### src/rtl/ibex_fetch_fifo_tracked.sv
// Instruction-aligning fetch FIFO that counts its own outstanding requests and drops stale responses after a flush.
// Zero-latency bypass on an empty FIFO, registered otherwise; in_ready_o grants a request only when its response is guaranteed a slot.
module ibex_fetch_fifo_tracked #(
   parameter int unsigned NUM_REQS = 2,
   parameter bit          ResetAll = 1'b0,
   localparam int unsigned DEPTH  = NUM_REQS + 1,
   localparam int unsigned CW     = $clog2(DEPTH + 1)
) (
   input  logic          clk_i,
   input  logic          rst_ni,
   input  logic          clear_i,
   input  logic          req_sent_i,
   output logic          in_ready_o,
   input  logic          in_valid_i,
   input  logic [31:0]   in_addr_i,
   input  logic [31:0]   in_rdata_i,
   input  logic          in_err_i,
   output logic          out_valid_o,
   input  logic          out_ready_i,
   output logic [31:0]   out_addr_o,
   output logic [31:0]   out_rdata_o,
   output logic          out_err_o,
   output logic [CW-1:0] occupancy_o,
   output logic [CW-1:0] outstanding_o
);

   logic [DEPTH-1:0] r_valid;
   logic [31:0]      r_rdata [DEPTH];
   logic [DEPTH-1:0] r_err;
   logic [CW-1:0]    r_outstanding;
   logic [CW-1:0]    r_discard;
   logic [31:0]      r_addr;

   logic             w_accept_in;
   logic             w_out_accept;
   logic             w_pop;
   logic [31:0]      w_cur_rdata;
   logic [15:0]      w_next_lo;
   logic             w_cur_err;
   logic             w_next_err;
   logic             w_cur_valid;
   logic             w_unaligned_valid;
   logic             w_aligned_comp;
   logic             w_unaligned_comp;
   logic             w_instr_comp;
   logic [DEPTH-1:0] w_lowest_free;
   logic [DEPTH-1:0] w_push_mask;
   logic [DEPTH-1:0] w_valid_pushed;
   logic [DEPTH-1:0] w_valid_popped;
   logic [DEPTH-1:0] w_entry_en;
   logic [31:0]      w_rdata_d [DEPTH];
   logic [DEPTH-1:0] w_err_d;
   logic [CW-1:0]    w_occ;
   logic [CW:0]      w_live;

   // Responses owed to the pre-flush stream never reach the aligner or the entries.
   assign w_accept_in = in_valid_i & (r_discard == '0) & ~clear_i;

   assign w_cur_rdata       = r_valid[0] ? r_rdata[0] : in_rdata_i;
   assign w_cur_err         = r_valid[0] ? r_err[0]   : in_err_i;
   assign w_next_lo         = r_valid[1] ? r_rdata[1][15:0] : in_rdata_i[15:0];
   assign w_next_err        = r_valid[1] ? r_err[1]   : in_err_i;
   assign w_cur_valid       = r_valid[0] | w_accept_in;
   assign w_unaligned_valid = r_valid[1] | (r_valid[0] & w_accept_in);
   assign w_aligned_comp    = w_cur_rdata[1:0]   != 2'b11;
   assign w_unaligned_comp  = w_cur_rdata[17:16] != 2'b11;
   assign w_instr_comp      = r_addr[1] ? w_unaligned_comp : w_aligned_comp;

   always_comb begin
      out_valid_o = w_cur_valid;
      out_rdata_o = w_cur_rdata;
      out_err_o   = w_cur_err;
      if (r_addr[1]) begin
         out_valid_o = w_unaligned_comp ? w_cur_valid : w_unaligned_valid;
         out_rdata_o = {w_next_lo, w_cur_rdata[31:16]};
         out_err_o   = w_cur_err | (~w_unaligned_comp & w_next_err);
      end
   end

   assign out_addr_o   = r_addr;
   assign w_out_accept = out_valid_o & out_ready_i;
   assign w_pop        = w_out_accept & (r_addr[1] | ~w_aligned_comp);

   assign w_lowest_free  = ~r_valid & {r_valid[DEPTH-2:0], 1'b1};
   assign w_push_mask    = w_lowest_free & {DEPTH{w_accept_in}};
   assign w_valid_pushed = r_valid | w_push_mask;
   assign w_valid_popped = w_pop ? {1'b0, w_valid_pushed[DEPTH-1:1]} : w_valid_pushed;
   assign w_entry_en     = w_pop ? w_valid_popped : w_push_mask;

   always_comb begin
      w_err_d = '0;
      for (int i = 0; i < DEPTH - 1; i++) begin
         w_rdata_d[i] = r_valid[i+1] ? r_rdata[i+1] : in_rdata_i;
         w_err_d[i]   = r_valid[i+1] ? r_err[i+1]   : in_err_i;
      end
      w_rdata_d[DEPTH-1] = in_rdata_i;
      w_err_d[DEPTH-1]   = in_err_i;
   end

   always_comb begin
      w_occ = '0;
      for (int i = 0; i < DEPTH; i++) begin
         w_occ = w_occ + CW'(r_valid[i]);
      end
   end

   // Entries plus live (non-discarded) requests must leave one slot spare before granting another.
   assign w_live        = {1'b0, w_occ} + {1'b0, r_outstanding} - {1'b0, r_discard};
   assign in_ready_o    = w_live < (CW+1)'(DEPTH - 1);
   assign occupancy_o   = w_occ;
   assign outstanding_o = r_outstanding;

   always_ff @(posedge clk_i or negedge rst_ni) begin
      if (!rst_ni) begin
         r_valid       <= '0;
         r_outstanding <= '0;
         r_discard     <= '0;
         r_addr        <= '0;
      end else begin
         r_outstanding <= r_outstanding + CW'(req_sent_i) - CW'(in_valid_i);
         if (clear_i) begin
            r_valid   <= '0;
            r_discard <= r_outstanding - CW'(in_valid_i);
            r_addr    <= in_addr_i & 32'hFFFF_FFFE;
         end else begin
            r_valid <= w_valid_popped;
            if (in_valid_i && (r_discard != '0)) begin
               r_discard <= r_discard - CW'(1);
            end
            if (w_out_accept) begin
               r_addr <= r_addr + (w_instr_comp ? 32'd2 : 32'd4);
            end
         end
      end
   end

   if (ResetAll) begin : g_data_rst
      always_ff @(posedge clk_i or negedge rst_ni) begin
         if (!rst_ni) begin
            for (int i = 0; i < DEPTH; i++) begin
               r_rdata[i] <= '0;
            end
            r_err <= '0;
         end else begin
            for (int i = 0; i < DEPTH; i++) begin
               if (w_entry_en[i]) begin
                  r_rdata[i] <= w_rdata_d[i];
                  r_err[i]   <= w_err_d[i];
               end
            end
         end
      end
   end else begin : g_data_nrst
      always_ff @(posedge clk_i) begin
         for (int i = 0; i < DEPTH; i++) begin
            if (w_entry_en[i]) begin
               r_rdata[i] <= w_rdata_d[i];
               r_err[i]   <= w_err_d[i];
            end
         end
      end
   end

   a_no_push_full: assert property (@(posedge clk_i) disable iff (!rst_ni)
      !(w_accept_in && (&r_valid)));
   a_req_ready: assert property (@(posedge clk_i) disable iff (!rst_ni)
      req_sent_i |-> in_ready_o);
   a_rsp_owed: assert property (@(posedge clk_i) disable iff (!rst_ni)
      in_valid_i |-> (r_outstanding != '0));
   a_no_overflow: assert property (@(posedge clk_i) disable iff (!rst_ni)
      !(req_sent_i && !in_valid_i && (r_outstanding == '1)));

endmodule

### config.mk
export PLATFORM = sky130hd
export DESIGN_NAME = ibex_fetch_fifo_tracked
export DESIGN_NICKNAME = d
export VERILOG_FILES = /design/src/rtl/ibex_fetch_fifo_tracked.sv
export SDC_FILE = /design/constraint.sdc
export NUM_CORES = 1
export LEC_CHECK = 0
export BUFFER_PORTS_ARGS = -buffer_cell sky130_fd_sc_hd__buf_2
export CORE_UTILIZATION = 60
export DETAILED_ROUTE_END_ITERATION = 6
export PLACE_DENSITY = 0.87
export SYNTH_ARGS = -nofsm -noshare
export SYNTH_HDL_FRONTEND = slang
export SYNTH_SLANG_ARGS = --single-unit
### constraint.sdc
create_clock -name clk_i -period 10.7 [get_ports clk_i]
set_input_delay 3.21 -clock clk_i [delete_from_list [all_inputs] [get_ports clk_i]]
set_output_delay 3.21 -clock clk_i [all_outputs]
set_load 0.05 [all_outputs]
==> results.yml <==
detailed_routing:
  wl_met3_um: 1100
  wl_met1_um: 6930
  wl_per_cell_um: 20.2
  drt_iter0_drc: 435
  via_per_inst: 6.46
  antenna_left: 0
  drt_first_pass_iters: 7
  met2_length_um: 8860
  routed_wl_um: 17300
  top_layer_used: "met4"
  vias: 5521
  post-route-drc-count: 6
logic_synthesis:
  ys_top_cells_by_count: "99 x edfxtp_1, 66 x mux2_2, 47 x nand2_1"
  synth.most_common_cell: "edfxtp_1"
  synth_area_leaders: "edfxtp_1 41%, dfrtp_1 13%, mux2_2 10%, mux4_2 5.0%, nand2_1 2.4%"
  synth_top_family_by_area: "multiplexers"
  synth_top_area_share_pct: 41.1
  synth_xor_area_share_pct: 0.485
  yosysWarnings: 0
  synth_mux_area_share_pct: 17.8
  synth-compound-area-share_pct: 9.80
  syn_area_sq_um: 7220
  synth_edf_count: 99
  yosys_register_bits: 137
  synthCells: 577
  synth_top_area_cell: "edfxtp_1"
  synthFlopType: "edfxtp_1"
  synth_adder_area_share_pct: 1.97
  syn_avg_cell_area_sq_um: 12.5
  synth-simple-area-share_pct: 11.9
  async_reset_ff_share_pct: 27.7
  syn_nets: 657
  yosysSeqAreaShare_pct: 54.3
  yosysUniqueCellTypes: 60
clock_network:
  cts_resized: 0
  cts_buffers: 17
  clkLatencyLatePin_ns: 0.42
  cts_tree: "built"
  cts_sinks: 137
  cts-root-buf: "clkbuf_16"
  postCtsSetupBuffers: 0
  clkTransAtPathRegs_ns: 0.06
  htreeDepth: 4
  cts_hold_buf: 0
  clock_path_buffers: 2
sta:
  layout_min_cycle_time_ns: 8.45
  rsz0062_at_grt: "false"
  maxSlewViolCount: 0
  worst-slew-pin-transition_ns: 1.13
  fin_crit_sh_pct: 79.0
  relSlewSlack_pct: 24.8
  fmaxAchievable_mhz: 118
  worst_hold_slack_ns: 0.552
  final.setup.worst_slack_ns: 2.25
  final.setup.tns_ns: 0
  fin_skew_ns: 0.00736
  setup_viol: 0
  timing.final.hold_violations: 0
placement:
  placed_cell_area_sq_um: 7970
  hpwl_um: 11000
  gp_congestion: 0.899
  pre_cts_ws_ns: 2.33
  port_buffers: 139
layout:
  final_layout_size_suffix_gt1_share_pct: 38.5
  area_growth_pct: 18.2
  final_util_pct: 73.9
  insertedDiodeCount: 0
  fin_area_sq_um: 8540
  fill_cells: 740
  nNetsFinal: 779
grt:
  grt_pass1_vias: 5503
  grt_max_degree: 55
  grt_pass1_wl_um: 27500
  grt_usage_pct: 28.8
  gr-total-overflow: 0
  antenna_found_initial: 0
pwr:
  powerDensity_nw_per_um2: 205
  p_leak_nw: 3.18
  ir_worst_vdd_mv: 0.140
worst_setup_path:
  r2r-end: "r_rdata[0][9]"
  rrSetupSlack_ns: 6.66
  reg2reg_from: "r_valid[0]"
  crit_arrival_ns: 5.24
  critPathRequiredTime_ns: 7.49
  crit_path_max_fanout: 54
  path_class: "in -> out"
  r2r_cells: 5
  start_kind: "primary input"
  end_kind: "output port"
floorplan:
  num_rows: 39
  core_area_sq_um: 11600
  chipHeight_um: 112
  ios: 142
  die_w_um: 112
  initial_core_util_pct: 62.5
  design.die.area_sq_um: 12500
hold_path:
  whs_path_depth: 1
  worst_hold_path_type: "reg -> reg"
  min_from: "r_rdata[0][77]"
  holdPathEnd: "r_rdata[0][45]"
status:
  violations: "DRC"
  status: "finished, violations left"
flow_run:
  cap_viol_max_count: 0
critical path, cell delays in order:
cell	delay, ns
buf_2	0.31
and3b_1	0.49
nor2_1	0.13
mux2_4	0.54
a21oi_1	0.25
buf_2	0.30
where the power goes:
part | total (mW) | leakage (nW) | internal (mW) | switching, mW
registers | 0.652 | 1.33 | 0.609 | 0.0435
clock network | 0.572 | 0.273 | 0.344 | 0.228
logic | 0.525 | 1.57 | 0.155 | 0.369
total | 1.75 | 3.18 | 1.11 | 0.641
layout make-up:
class                      instances  area (sq um)  area share, %
tap                              143           179           2.09
timing repair buffer             145           741           8.67
sequential                       137          3930           46.0
clock inverter                    14           148           1.73
multi-input combinational        378          3040           35.6
inverter                          20          75.1          0.879
clock buffer                      18           429           5.02
kinds of logic (layout without fill, tap and decap cells):
logic type | Yosys count | after routing
AOI/OAI and AO/OA | 99 | 99
xor gates and xnor gates | 4 | 4
adders and majority gates | 9 | 9
buffers and inverters | 62 | 197
DFF | 137 | 137
muxes | 100 | 100
other | 1 | 1
and+or+nand+nor | 165 | 165
layout by cell type, fill, tap and decap left out, types with 6 or more instances in the layout:
cell type	synthesis	layout
mux4_2	16	16
inv_1	19	19
buf_4	3	6
nand4_1	9	9
mux2_2	66	66
edfxtp_1	99	99
nor2_1	34	34
o311ai_0	8	8
buf_2	10	139
o21ai_0	20	20
o31ai_1	20	20
nor3_1	6	6
a31oi_1	20	20
or4_1	18	18
mux2i_1	17	17
nand3_1	21	21
dfrtp_1	38	36
clkbuf_16	0	17
nand2_1	47	47
per-layer routing:
layer  global-route usage, %  vias up
li1                        -     2483
met1                    35.9     2743
met2                    48.0      257
met3                    6.37       38
met4                    13.6        0
met5                       0        -
how the worst max path moves through the flow:
stage                               from     endpoint  slack, ns  cells after the start
after detailed placement         clear_i  out_valid_o       2.33                      6
after CTS                        clear_i  out_valid_o       2.31                      6
after global placement           clear_i  out_valid_o       2.39                      6
after floorplan           in_rdata_i[17]  out_valid_o       2.48                      6
final                            clear_i  out_valid_o       2.25                      6
after global routing             clear_i  out_valid_o       2.18                      6
through the flow:
stage | power [mW] | cells
2_1_floorplan | 1.06 | 577
3_3_place_gp | 1.16 | 823
3_5_place_dp | 1.18 | 823
4_1_cts | 1.76 | 855
5_1_grt | 1.82 | 855
6_report | 1.75 | 855
sequential cells by signal, indices dropped and copies added, names as in the netlist:
signal,cells
out_addr_o,31
outstanding_o,2
r_discard,2
r_err,3
r_rdata,96
r_valid,3
Power figures use the tool's default switching activity.
